--- src/rtl/sound_mixer.sv ---
// Four-channel stereo mixer: two-stage pan/sum then master-volume pipeline at the sample rate.
// Optional first-order sigma-delta DAC outputs are compiled in with SOUND_MIXER_PWM_EN.
module sound_mixer #(
    parameter int SAMPLE_DIV = 95
) (
    input  logic              iClock,
    input  logic              iReset,
    input  logic [4:0]        iCh1,
    input  logic [4:0]        iCh2,
    input  logic [4:0]        iCh3,
    input  logic [4:0]        iCh4,
    input  logic [7:0]        iNR50,
    input  logic [7:0]        iNR51,
    input  logic [7:0]        iNR52,
    output logic signed [9:0] oLeft,
    output logic signed [9:0] oRight,
    output logic              oSampleValid,
    output logic              oPwmLeft,
    output logic              oPwmRight
);

    localparam logic [7:0] LAST = 8'(SAMPLE_DIV - 1);

    logic              enable;
    logic [7:0]        sdiv;
    logic              strobe;
    logic [4:0]        ch [4];
    logic [4:0]        clamped;
    logic signed [6:0] level;
    logic signed [6:0] sum_l_next;
    logic signed [6:0] sum_r_next;

    logic signed [6:0] sum_l;
    logic signed [6:0] sum_r;
    logic [3:0]        mult_l;
    logic [3:0]        mult_r;
    logic              stage1_valid;
    logic              stage2_valid;

    logic signed [9:0] sum_l_ext;
    logic signed [9:0] sum_r_ext;
    logic signed [9:0] mult_l_ext;
    logic signed [9:0] mult_r_ext;

    logic              unused_bits;

    assign enable      = iNR52[7];
    assign strobe      = (sdiv == LAST);
    assign ch[0]       = iCh1;
    assign ch[1]       = iCh2;
    assign ch[2]       = iCh3;
    assign ch[3]       = iCh4;
    assign unused_bits = ^{iNR50[7], iNR50[3], iNR52[6:0]};

    // Clamp each channel to 30, recentre around silence, and route it by NR51.
    always_comb begin
        clamped    = '0;
        level      = '0;
        sum_l_next = '0;
        sum_r_next = '0;
        for (int i = 0; i < 4; i++) begin
            clamped = (ch[i] > 5'd30) ? 5'd30 : ch[i];
            level   = $signed({2'b00, clamped}) - 7'sd15;
            if (iNR51[i + 4]) sum_l_next = sum_l_next + level;
            if (iNR51[i])     sum_r_next = sum_r_next + level;
        end
    end

    assign sum_l_ext  = {{3{sum_l[6]}}, sum_l};
    assign sum_r_ext  = {{3{sum_r[6]}}, sum_r};
    assign mult_l_ext = $signed({6'b000000, mult_l});
    assign mult_r_ext = $signed({6'b000000, mult_r});

    // Disabling sound behaves like a synchronous clear, so re-enabling restarts the divider.
    always_ff @(posedge iClock or posedge iReset) begin
        if (iReset) begin
            sdiv         <= '0;
            sum_l        <= '0;
            sum_r        <= '0;
            mult_l       <= '0;
            mult_r       <= '0;
            stage1_valid <= 1'b0;
            stage2_valid <= 1'b0;
            oLeft        <= '0;
            oRight       <= '0;
            oSampleValid <= 1'b0;
        end else if (!enable) begin
            sdiv         <= '0;
            sum_l        <= '0;
            sum_r        <= '0;
            mult_l       <= '0;
            mult_r       <= '0;
            stage1_valid <= 1'b0;
            stage2_valid <= 1'b0;
            oLeft        <= '0;
            oRight       <= '0;
            oSampleValid <= 1'b0;
        end else begin
            sdiv         <= strobe ? 8'd0 : sdiv + 8'd1;
            stage1_valid <= strobe;
            if (strobe) begin
                sum_l  <= sum_l_next;
                sum_r  <= sum_r_next;
                mult_l <= {1'b0, iNR50[6:4]} + 4'd1;
                mult_r <= {1'b0, iNR50[2:0]} + 4'd1;
            end
            stage2_valid <= stage1_valid;
            if (stage1_valid) begin
                oLeft  <= sum_l_ext * mult_l_ext;
                oRight <= sum_r_ext * mult_r_ext;
            end
            oSampleValid <= stage2_valid;
        end
    end

`ifdef SOUND_MIXER_PWM_EN
    logic [10:0] acc_l;
    logic [10:0] acc_r;
    logic [9:0]  u_l;
    logic [9:0]  u_r;

    // Adding 512 to a 10-bit two's-complement value is just an MSB flip.
    assign u_l = {~oLeft[9], oLeft[8:0]};
    assign u_r = {~oRight[9], oRight[8:0]};

    always_ff @(posedge iClock or posedge iReset) begin
        if (iReset) begin
            acc_l     <= '0;
            acc_r     <= '0;
            oPwmLeft  <= 1'b0;
            oPwmRight <= 1'b0;
        end else if (!enable) begin
            acc_l     <= '0;
            acc_r     <= '0;
            oPwmLeft  <= 1'b0;
            oPwmRight <= 1'b0;
        end else begin
            acc_l     <= {1'b0, acc_l[9:0]} + {1'b0, u_l};
            acc_r     <= {1'b0, acc_r[9:0]} + {1'b0, u_r};
            oPwmLeft  <= acc_l[10];
            oPwmRight <= acc_r[10];
        end
    end
`else
    assign oPwmLeft  = 1'b0;
    assign oPwmRight = 1'b0;
`endif

endmodule

--- config.mk ---
export PLATFORM = sky130hd
export DESIGN_NAME = sound_mixer
export DESIGN_NICKNAME = d
export VERILOG_FILES = /design/src/rtl/sound_mixer.sv
export SDC_FILE = /design/constraint.sdc
export NUM_CORES = 1
export LEC_CHECK = 0
export CORE_ASPECT_RATIO = 0.7
export CORE_UTILIZATION = 35
export CTS_BUF_LIST = sky130_fd_sc_hd__clkbuf_16
export CTS_CLUSTER_DIAMETER = 40
export DETAILED_ROUTE_END_ITERATION = 16
export SYNTH_ARGS = -nofsm -noshare
export SYNTH_HDL_FRONTEND = slang
export SYNTH_SLANG_ARGS = --single-unit
--- constraint.sdc ---
create_clock -name iClock -period 7.3 [get_ports iClock]
set_input_delay 0.73 -clock iClock [delete_from_list [all_inputs] [get_ports iClock]]
set_output_delay 0.73 -clock iClock [all_outputs]
set_load 0.02 [all_outputs]
==> out/qor.yml <==
setup_path:
  cpPeakStageDelay_ps: 630
  cp_num_buf_inv: 2
  cp-end-kind: "flip-flop"
  critPathTopFamily: "adder cells"
  worstPathArrival_ps: 5640
  critPathKind: "in -> reg"
  crit_required_ps: 7480
  cp_max_fo: 6
  crit_slowest_cell: "clkdlybuf4s50_1"
  cp_cell_sequence: "clkdlybuf4s50_1 -> nand4_1 -> nand2_1 -> inv_1 -> ha_1 -> fa_1 -> a22oi_1 -> o21bai_1 -> xor2_1 -> mux2_2 -> ha_1 -> o21ai_0 -> o211ai_1 -> nand2b_1 -> ha_1 -> o21ai_0 -> o21bai_1 -> a21oi_1 -> mux2i_1 -> xnor2_1 -> a211oi_1 -> a221o_1"
  start_kind: "primary input"
  path_common_cell: "ha_1"
status:
  status: "finished, final reports clean"
placement:
  place_congestion: 0.906
  post-dp-hpwl_mm: 10.6
  io_buffers: 57
detailed_routing:
  wl_per_cell_um: 13.2
  via_count: 4718
  totalWireLength_mm: 12.8
  avgViaCountPerCell: 4.84
  first_pass_iters: 4
  postRouteAntennaNets: 0
  route.detailed.drc: 0
  drt_iter0_drc: 186
finish:
  drive_gt1_frac: 0.0444
  nFillCells: 1753
  n_antenna_cell: 0
  syn2layout_area_growth_pct: 14.9
  final_nets: 895
global_routing:
  use_met3: 0.0259
  grt_pass1_vias: 4638
  track_usage: 0.154
  grt_max_degree: 54
  grt_antenna_before_repair: 0
  grt_pass1_wl_mm: 22.6
  use_met2: 0.233
  globalRouteMet1Util: 0.230
  grt-ovfl-total: 0
  top_usage_layer: "met2"
sta:
  finalSetupViolCount: 0
  skew_ps: 5.47
  slew_headroom: 0.268
  min_period_ps: 5460
  final_max_slew_viol_count: 0
  rsz0062_at_grt: "no"
  finalHoldViolations: 0
  worst_pin_slew_ps: 1100
  fmax_ghz: 0.183
  setup_tns_ps: 0
  period_share: 0.748
job:
  maxCapViolCount: 0
floorplanning:
  core-area_um2: 17100
  die_area_um2: 18000
  initial_utilization: 0.358
  ioPinCount: 69
  chipHeight_um: 113
  die_x_um: 160
  rows: 40
logic_synthesis:
  yosysTopAreaCell: "dfrtp_1"
  syn_avg_cell_area_um2: 8.72
  synth_common_cells: "77 x inv_1, 76 x ha_1, 58 x nor2_1"
  ys_ff_latch: 53
  synth-seq-area-share: 0.217
  netlist_area_um2: 6120
  synth_top_cells_by_area: "dfrtp_1 22%, ha_1 16%, fa_1 9.8%"
  synth_warnings: 0
  synth.distinct_cells: 50
  synthFlopType: "dfrtp_1"
  synth.most_common_cell: "inv_1"
  synth_cells: 702
  async_reset_ff_frac: 1.00
  synth.top_cell.area_share: 0.217
  synth-edff-count: 0
clock_tree:
  clock-root-buffer: "clkbuf_16"
  ctsLongestPathBuffers: 2
  cts.repair.resized: 0
  cts_buffers: 5
  cts.clk_slew.worst_paths_ps: 70
  hold_buffers: 0
  postCtsSetupRepairBufs: 0
  cts_sinks: 53
  clk_latency_ps: 300
  tritoncts: "yes"
  cts.htree.levels: 2
power:
  seq_power_share: 0.324
  switching_share: 0.347
  p_clk_frac: 0.260
  p_sw_uw: 317
  comb_power_share: 0.416
  p_per_area_nw_per_um2: 130
  ir_worst_vdd_v: 0.0000712
  leakagePower_uw: 0.00336
  p_int_uw: 597
  power.total_uw: 915
hold_path:
  hold_class: "reg -> reg"
metal layers:
| layer | share of wire | vias to the layer above |
|---|---|---|
| li1 | - | 2444 |
| met1 | 0.54 | 2219 |
| met2 | 0.42 | 47 |
| met3 | 0.033 | 8 |
| met4 | 0.0070 | 0 |
| met5 | 0 | - |
flip-flops by register name, summed over array words and instances, names as in the netlist:
signal        cells
stage2_valid      1
sum_r             7
oRight           10
stage1_valid      1
sdiv              8
oLeft            10
mult_r            4
mult_l            4
oSampleValid      1
sum_l             7
power groups by stage:
stage / clock network, µW / logic [µW] / registers, µW
6_report: 237 / 381 / 296
5_1_grt: 260 / 436 / 296
4_1_cts: 247 / 383 / 296
3_5_place_dp: 0 / 380 / 302
3_3_place_gp: 0 / 376 / 302
2_1_floorplan: 0 / 296 / 302
layout by cell type, fill, tap and decap left out, types with 3 or more instances in the layout:
cell type,Yosys,routed
nand2b_1,9,9
a211oi_1,13,13
mux2_2,17,17
o21bai_1,11,11
a221o_1,3,3
a21oi_1,37,37
and3_1,5,5
mux2i_1,21,21
a31oi_1,6,6
and2_1,46,46
clkdlybuf4s50_1,0,57
nor2b_1,3,3
clkbuf_16,0,5
nand3_1,15,15
nor3_1,4,4
ha_1,76,76
nand2_1,51,51
nor2_1,58,58
inv_1,77,77
a21o_1,10,10
o21ai_0,25,25
xnor2_1,41,41
dfrtp_1,53,53
nand4_1,7,7
xor2_1,26,26
o41ai_1,3,3
fa_1,30,30
a41oi_1,3,3
per-stage QoR:
stage / worst slack (ps) / cells / instance area (µm²) / utilization / hold WS (ps)
after global routing: 1420 / 975 / 7030 / 0.411 / 480
final: 1840 / 975 / 7030 / 0.411 / 456
after floorplan: 2500 / 703 / 6120 / - / 434
after CTS: 1860 / 975 / 7030 / 0.411 / 459
after detailed placement: 1550 / 967 / 6890 / 0.402 / 442
after global placement: 1630 / 967 / 6890 / 0.402 / 440
final timing paths:
kind	slack, ps	start	to	depth (start not counted)
min	460	stage2_valid	oSampleValid	1
max reg2reg	3670	mult_r[2]	oRight[8]	13
max in group asynchronous	5890	iReset	oRight[3]	3
min in group asynchronous	910	iReset	oLeft[2]	3
max	1840	iCh2[2]	sum_r[6]	22
min reg2reg	460	stage2_valid	oSampleValid	1
final cells by class:
| cell class | count | area [µm²] | area share |
|---|---|---|---|
| clock buffer | 5 | 125 | 0.0178 |
| tap | 231 | 289 | 0.0411 |
| clock inverter | 3 | 18.8 | 0.00267 |
| inverter | 77 | 289 | 0.0411 |
| sequential | 53 | 1330 | 0.189 |
| multi-input combinational | 547 | 4400 | 0.626 |
| timing repair buffer | 59 | 586 | 0.0833 |
kinds of logic (layout without fill, tap and decap cells):
kind of cell             count (synthesis)  after routing  synth area share
buffers and inverters                  103            144            0.0650
flip-flops                              53             53             0.217
other                                    1              2          0.000613
AND/OR/NAND/NOR                        204            204             0.162
AO/OA/AOI/OAI                          127            127             0.134
adder cells (fa/ha/maj)                107            107             0.255
multiplexers                            38             38            0.0656
XOR/XNOR                                69             69             0.101
Note: power is estimated with default switching activity, not from simulation.
